## config.mk

```make
export PLATFORM = sky130hd
export DESIGN_NAME = mem_wb_stage
export DESIGN_NICKNAME = d
export VERILOG_FILES = /design/src/rtl/mem_wb_stage_pkg.sv /design/src/rtl/mem_wb_stage_load_ext.sv /design/src/rtl/mem_wb_stage.sv
export SDC_FILE = /design/constraint.sdc
export NUM_CORES = 1
export LEC_CHECK = 0
export CORE_MARGIN = 10
export CORE_UTILIZATION = 42
export DETAILED_ROUTE_END_ITERATION = 10
export PLACE_DENSITY = 0.81
export REMOVE_ABC_BUFFERS = 1
export SLEW_MARGIN = 40
export SYNTH_ARGS = -nofsm -noshare
export SYNTH_HDL_FRONTEND = slang
export SYNTH_SLANG_ARGS = --single-unit
```

## constraint.sdc

```tcl
create_clock -name clk -period 3.95 [get_ports clk]
set_clock_uncertainty 0.15 [all_clocks]
set_input_delay 0.5925 -clock clk [delete_from_list [all_inputs] [get_ports clk]]
set_output_delay 0.5925 -clock clk [all_outputs]
set_load 0.05 [all_outputs]
```

## src/rtl/mem_wb_stage_pkg.sv

```systemverilog
// Shared encodings for the MEM/WB stage: register-file write selects,
// write-back sources and the load opcodes the extractor recognises.
package mem_wb_stage_pkg;

  typedef enum logic [1:0] {
    GPR_NONE = 2'd0,
    GPR_RD   = 2'd1,
    GPR_RT   = 2'd2,
    GPR_RA   = 2'd3
  } gpr_sel_e;

  typedef enum logic [1:0] {
    WB_ALU = 2'd0,
    WB_MEM = 2'd1,
    WB_PC8 = 2'd2
  } wb_src_e;

  localparam logic [5:0] OP_LB  = 6'b100000;
  localparam logic [5:0] OP_LH  = 6'b100001;
  localparam logic [5:0] OP_LW  = 6'b100011;
  localparam logic [5:0] OP_LBU = 6'b100100;
  localparam logic [5:0] OP_LHU = 6'b100101;

  localparam logic [4:0] REG_RA = 5'd31;

endpackage

```

## src/rtl/mem_wb_stage_load_ext.sv

```systemverilog
// Big-endian sub-word load extractor: byte 0 lives in bits 31:24, halfword
// selection ignores addr[0] (misaligned halfwords are not trapped).
module load_ext
  import mem_wb_stage_pkg::*;
(
  input  logic [5:0]  opcode,
  input  logic [1:0]  addr,
  input  logic [31:0] word,
  output logic [31:0] data
);

  logic [7:0]  byte_s;
  logic [15:0] half_s;

  // lane selection from the low address bits
  always_comb begin
    byte_s = 8'h00;
    case (addr)
      2'd0:    byte_s = word[31:24];
      2'd1:    byte_s = word[23:16];
      2'd2:    byte_s = word[15:8];
      2'd3:    byte_s = word[7:0];
      default: byte_s = 8'h00;
    endcase
    if (addr[1]) begin
      half_s = word[15:0];
    end else begin
      half_s = word[31:16];
    end
  end

  // sign or zero extension by opcode
  always_comb begin
    data = word;
    case (opcode)
      OP_LB:   data = {{24{byte_s[7]}}, byte_s};
      OP_LBU:  data = {24'h000000, byte_s};
      OP_LH:   data = {{16{half_s[15]}}, half_s};
      OP_LHU:  data = {16'h0000, half_s};
      OP_LW:   data = word;
      default: data = word;
    endcase
  end

endmodule

```

## src/rtl/mem_wb_stage.sv

```systemverilog
// MEM/WB pipeline register and register-file write-back driver.
// Define LOAD_EXT_EN to enable sub-word load extraction (load_ext).
module mem_wb_stage
  import mem_wb_stage_pkg::*;
(
  input  logic        clk,
  input  logic        rst,
  input  logic        stall,
  input  logic        flush,
  input  logic        ex_mem_valid,
  input  logic [31:0] ex_mem_instruction,
  input  logic [1:0]  ex_mem_gpr_w_sel,
  input  logic [1:0]  ex_mem_wb_src,
  input  logic [31:0] ex_mem_alu_result,
  input  logic [31:0] ex_mem_pc,
  input  logic [31:0] dm_rdata,
  output logic [31:0] mem_wb_instruction,
  output logic [1:0]  gpr_w_sel,
  output logic [31:0] gpr_w_data,
  output logic [4:0]  wb_dst,
  output logic        wb_fwd_valid,
  output logic [31:0] retired_count
);

  logic [31:0] mem_data_s;
  logic [31:0] wb_data_s;
  logic [1:0]  sel_s;
  logic [4:0]  dst_s;

  logic [31:0] instr_r;
  logic [1:0]  sel_r;
  logic [31:0] data_r;
  logic [4:0]  dst_r;
  logic        fwd_r;
  logic [31:0] count_r;

`ifdef LOAD_EXT_EN
  load_ext u_load_ext (
    .opcode (ex_mem_instruction[31:26]),
    .addr   (ex_mem_alu_result[1:0]),
    .word   (dm_rdata),
    .data   (mem_data_s)
  );
`else
  assign mem_data_s = dm_rdata;
`endif

  // write-back value and gated destination for the incoming instruction
  always_comb begin
    wb_data_s = 32'h0000_0000;
    case (ex_mem_wb_src)
      WB_ALU:  wb_data_s = ex_mem_alu_result;
      WB_MEM:  wb_data_s = mem_data_s;
      WB_PC8:  wb_data_s = ex_mem_pc + 32'd8;
      default: wb_data_s = 32'h0000_0000;
    endcase

    if (ex_mem_valid) begin
      sel_s = ex_mem_gpr_w_sel;
    end else begin
      sel_s = GPR_NONE;
    end

    dst_s = 5'd0;
    case (sel_s)
      GPR_RD:  dst_s = ex_mem_instruction[15:11];
      GPR_RT:  dst_s = ex_mem_instruction[20:16];
      GPR_RA:  dst_s = REG_RA;
      default: dst_s = 5'd0;
    endcase
  end

  // stage register: flush beats stall; the counter only moves on real captures
  always_ff @(posedge clk or posedge rst) begin
    if (rst) begin
      instr_r <= 32'h0000_0000;
      sel_r   <= GPR_NONE;
      data_r  <= 32'h0000_0000;
      dst_r   <= 5'd0;
      fwd_r   <= 1'b0;
      count_r <= 32'h0000_0000;
    end else if (flush) begin
      instr_r <= 32'h0000_0000;
      sel_r   <= GPR_NONE;
      data_r  <= 32'h0000_0000;
      dst_r   <= 5'd0;
      fwd_r   <= 1'b0;
    end else if (!stall) begin
      instr_r <= ex_mem_instruction;
      sel_r   <= sel_s;
      data_r  <= wb_data_s;
      dst_r   <= dst_s;
      fwd_r   <= (dst_s != 5'd0);
      if (ex_mem_valid) begin
        count_r <= count_r + 32'd1;
      end
    end
  end

  assign mem_wb_instruction = instr_r;
  assign gpr_w_sel          = sel_r;
  assign gpr_w_data         = data_r;
  assign wb_dst             = dst_r;
  assign wb_fwd_valid       = fwd_r;
  assign retired_count      = count_r;

endmodule

```

# Yosys cells after proc, flatten, opt, wreduce, memory -nomap -nowiden
# Index checks and enable logic that the tools add are counted.
[totals]
input_bits = 137
mem_count = 0
mem_bits_ro = 0
latch_bits = 0
out_inout_bits = 104
ram_bits = 0
word_cells = 32
register_bits = 104
[classes]
n_eq_ne = 6
n_mux = 13
order_cmp = 0
n_bitwise = 2
n_mul = 0
reduce_logical = 3
add_sub_neg = 2
div = 0
shift = 0
[op_table]
columns = ["cell", "count"]
rows = [
  ["two-way mux 32 bit", 4],
  ["case mux 32 bit (3 select lines)", 1],
  ["adder 32 x 1 -> 32 bit (second input constant)", 1],
  ["adder 32 x 4 -> 32 bit (second input constant)", 1],
  ["case mux 5 bit (3 select lines)", 1],
  ["two-way mux 5 bit", 2],
  ["== test 2 bit (second input constant)", 3],
  ["two-way mux 2 bit", 3],
  ["nonzero test 5 bit", 1],
  ["== test 2 x 1 -> 1 bit (second input constant)", 2],
  ["AND reduction 3 bit", 1],
  ["logical NOT 2 bit", 1],
  ["two-way mux 1 bit", 2],
  ["!= test 2 x 1 -> 1 bit (second input constant)", 1],
  ["inverter 1 bit", 2],
]

# Longest topological paths before layout
[depth]
depth_word = 6
depth_mapped = 8
mapped_depth_nobuf = 6

# Worst setup path before layout
# No wires, ideal clock.
[synth_path]
path_kind = "input-to-reg"
start = "in stall"
end = "reg count_r[23], in the netlist retired_count[23]"
slack_ns = 1.418
stages = 8
t_arrival_ns = 2.241
n_path_buf = 3
path_cell_list = "buf_2 -> or3b_1 -> buf_6 -> nor4_4 -> and4_1 -> buf_6 -> nand4_4 -> xnor2_2"
[synth_between]
elab_chain_len = 2
[synth_rtl]
columns = ["element", "line_no", "source"]
rows = [
  ["start, declared", "mem_wb_stage.sv:8", "input logic stall,"],
  ["inverter 1 bit (no line)", "--", ""],
  ["AND reduction 3 bit (no line)", "--", ""],
  ["end signal, assigned", "mem_wb_stage.sv:95", "count_r <= count_r + 32'd1;"],
  ["end, declared", "mem_wb_stage.sv:35", "logic [31:0] count_r;"],
]
# No other way between the ends.
# A chain may end at the register's enable or synchronous reset.

# Worst setup path in the final report
[layout_path]
start = "in ex_mem_valid"
end = "reg count_r[23], in the netlist retired_count[23]"
[layout_between]
elab_chain_len = 1
[layout_rtl]
columns = ["element", "line_no", "source"]
rows = [
  ["start, declared", "mem_wb_stage.sv:10", "input logic ex_mem_valid,"],
  ["AND reduction 3 bit (no line)", "--", ""],
]
# No other way between the ends.

==> key figures <==
STA
  • Setup violators final: 0
  • Min Tclk post-route: 2.83 ns
  • Final Hold Viols: 0
  • Max Slew Vio Count: 0
  • Hold WS: 0.346 ns
  • Worst-Margin Slew: 0.748 ns
  • Worst setup margin: 1.12 ns
  • Tcrit/Tclk final: 0.717
  • Fmax: 353 MHz
  • Slew HR: 0.501
  • Sum Neg Setup Slack: 0 ns
  • RSZ-0062 raised after global routing: false

Floorplanning
  • Overall die width: 133 µm
  • Die height: 133 µm
  • Core Rows: 41
  • Full die area: 17,800 µm²
  • Core Area: 12,600 µm²
  • Initial Utilization: 0.429
  • # IOs: 241

Power and ir drop
  • Power per standard cell area: 349 nW/µm²
  • Total power: 0.00287 W
  • Lkg Pwr: 3.56 nW
  • Sw frac: 0.317
  • Net switching power: 0.000911 W
  • Seq pwr share: 0.416
  • Peak supply drop: 0.203 mV
  • Clock share of power: 0.313
  • Pint: 0.00196 W
  • Combinational power share: 0.272

Routing
  • DR DRC count: 0
  • Post-DR vias/cell: 5.28
  • Via count: 4,927
  • Iteration-0 DRC Markers: 292
  • DRT antenna net count: 0
  • Pre-antenna DRT Iters: 5
  • Routed wire per std cell: 19.4 µm
  • Total routed wirelength: 18,100 µm

Setup path
  • Buf/Inv on CP: 1
  • Critical-path cell list: clkdlybuf4s50_1 > or3b_1 > nor4_4 > and4_1 > nand4_4 > xnor2_2
  • Worst-path fanout max: 8
  • Crit path arrival time: 2.90 ns
  • Critical path's largest stage delay: 0.54 ns
  • CP top delay family: simple AND/OR/NAND/NOR gates
  • Crit. End Element: register
  • Slowest stage cell on the critical path: clkdlybuf4s50_1
  • Worst EP required: 4.02 ns
  • FF-to-FF setup slack: 1.64 ns
  • CP Launch Type: input pin
  • WS Path Type: in2reg

CTS
  • CTS tree: built
  • CTS clock-pin slew for the worst setup and hold paths: 0.07 ns
  • Clock Path Buffers: 2
  • H-tree Lvls: 3
  • Setup Fix Bufs, Post-CTS: 0
  • # hold bufs at CTS: 0
  • Clock root buffer: clkbuf_16
  • Clock Latency Late Sink: 0.34 ns
  • CTS Buf Count: 9
  • CTS sink cnt: 104
  • Gates resized, CTS repair: 0

Placement
  • Placed instance area: 7930 µm²
  • HPWL after DPL: 14,400 µm
  • Gpl congestion: 0.950
  • # port buffers: 240
  • Pre-CTS setup slack: 0.768 ns

Global routing
  • Overflow after GRT: 0
  • First-pass GRT wire length: 28,800 µm
  • Pin count of the biggest net entering global routing: 57
  • GR Util All Layers: 0.200
  • Vias in the first global route: 5,385
  • Initial antenna violation count: 0

Synth
  • Largest family of logic cells by synthesized area: simple AND/OR/NAND/NOR gates
  • Async S/R FF share, synth: 1.00
  • Mux contribution to synthesized area: 0.121
  • Post-Syn Area: 5390 µm²
  • EDFF count, synth: 0
  • Post-synthesis compound-gate area fraction: 0.0801
  • Syn Inst Count: 531
  • Sequential-to-total area share from yosys stat: 0.483
  • Seq cells post-synth: 104
  • Synth Area in Simple Gates: 0.184
  • Syn Area/Cell: 10.1 µm²
  • Yosys Warn Count: 0
  • Xor and xnor area share after synthesis: 0.0941
  • Ys flop type: dfrtp_1
  • Post-synthesis adder-cell area fraction: 0.00464
  • Yosys cell types: 46

Finish
  • Fill cells: 983
  • Layout cells sized above 1: 0.0460
  • Multi-input gate area: 2620 µm²
  • Antenna cells: 0
  • P&R area growth vs syn: 52.6%
  • Final instance area: 8220 µm²
  • Seq. cell area: 2600 µm²
  • Nets@finish: 896

Run
  • Max_cap viols: 0

Outcome
  • Outcome: complete, no violations

Worst hold path
  • Hold Crit Class: reg2reg
==> layout by cell type, fill, tap and decap left out, drive strengths merged, types with 2 or more instances in the layout <==
master	instances
nor4	3
nor2	66
buf	9
nor3	5
clkinv	2
nor2b	5
inv	10
and3	4
and2	3
mux2i	64
a21oi	15
nand2	55
ha	2
o221ai	19
a211oi	2
xnor2	28
and4	5
dfrtp	104
clkbuf	10
a21o	3
o21ai	14
nand4	21
a221oi	2
a21boi	2
a211o	2
clkdlybuf4s50	238
or3	4
xor2	29
nand3	20
==> logic make-up after synthesis <==
kind of cell,Yosys count
xor gates and xnor gates,57
and+or+nand+nor,199
adders and majority gates,2
AOI/OAI and AO/OA,63
DFF,104
muxes,65
buffers and inverters,41
==> stage by stage <==
| step | util | instances |
|---|---|---|
| floorplan | - | 499 |
| global placement | 0.630 | 918 |
| detailed placement | 0.631 | 918 |
| CTS | 0.654 | 933 |
| global route | 0.654 | 933 |
| finish | 0.654 | 933 |
==> Yosys cell counts (3+ instances only) <==
cell type / number / area (µm²)
a21o_1: 3 / 22.5
a21oi_1: 15 / 75.1
and2_1: 3 / 18.8
and3_1: 4 / 25.0
and4_1: 5 / 43.8
buf_1: 4 / 15.0
buf_6: 3 / 33.8
clkbuf_1: 24 / 90.1
dfrtp_1: 104 / 2600
inv_1: 9 / 33.8
mux2i_1: 64 / 641
nand2_1: 55 / 206
nand3_1: 16 / 80.1
nand3_2: 4 / 40.0
nand4_1: 20 / 125
nor2_1: 66 / 248
nor2b_1: 5 / 31.3
nor3_1: 5 / 25.0
o21ai_0: 14 / 70.1
o221ai_1: 19 / 166
or3_1: 4 / 25.0
xnor2_1: 27 / 236
xor2_1: 29 / 254
==> final timing paths <==
check | endpoint | start | cells past startpoint
max | retired_count[23] | ex_mem_valid | 6
min | gpr_w_data[29] | gpr_w_data[29] | 2
max reg2reg | retired_count[28] | retired_count[0] | 6
min reg2reg | gpr_w_data[29] | gpr_w_data[29] | 2
max in group asynchronous | retired_count[29] | rst | 3
min in group asynchronous | mem_wb_instruction[5] | rst | 2
==> sequential cells by signal, summed over array words and instances (netlist names) <==
| register | cells |
|---|---|
| gpr_w_data | 32 |
| wb_dst | 5 |
| wb_fwd_valid | 1 |
| gpr_w_sel | 2 |
| retired_count | 32 |
| mem_wb_instruction | 32 |
==> worst reg2reg max path: cells and delay by family (launching register included) <==
| family | cells | cell delay, ns |
|---|---|---|
| fa+ha+maj | 1 | 0.17 |
| xor+xnor | 1 | 0.14 |
| flops | 1 | 0.42 |
| simple gates | 4 | 1.31 |
==> power by group through the flow <==
stage	registers, W	logic [W]	clock network (W)
global placement	0.00121	0.000772	0
global route	0.00120	0.000823	0.000945
detailed placement	0.00121	0.000784	0
floorplan	0.00144	0.000160	0
finish	0.00119	0.000780	0.000897
CTS	0.00119	0.000786	0.000912
==> layout make-up <==
| class | instances | share of cell area |
|---|---|---|
| well taps | 172 | 0.0262 |
| inverters | 9 | 0.00441 |
| clock inverters | 5 | 0.00685 |
| multi-input cells | 386 | 0.318 |
| flip-flops and latches | 104 | 0.316 |
| repair buffers | 247 | 0.299 |
| clock buffers | 10 | 0.0291 |
==> routing by layer <==
metal  share of wire  vias to the layer above  track usage
li1                -                     2319            -
met1            0.39                     2363        0.226
met2            0.49                      222        0.341
met3           0.090                       23       0.0714
met4           0.023                        0       0.0689
met5               0                        -            0
No activity file was read; power rests on OpenSTA's default activity.
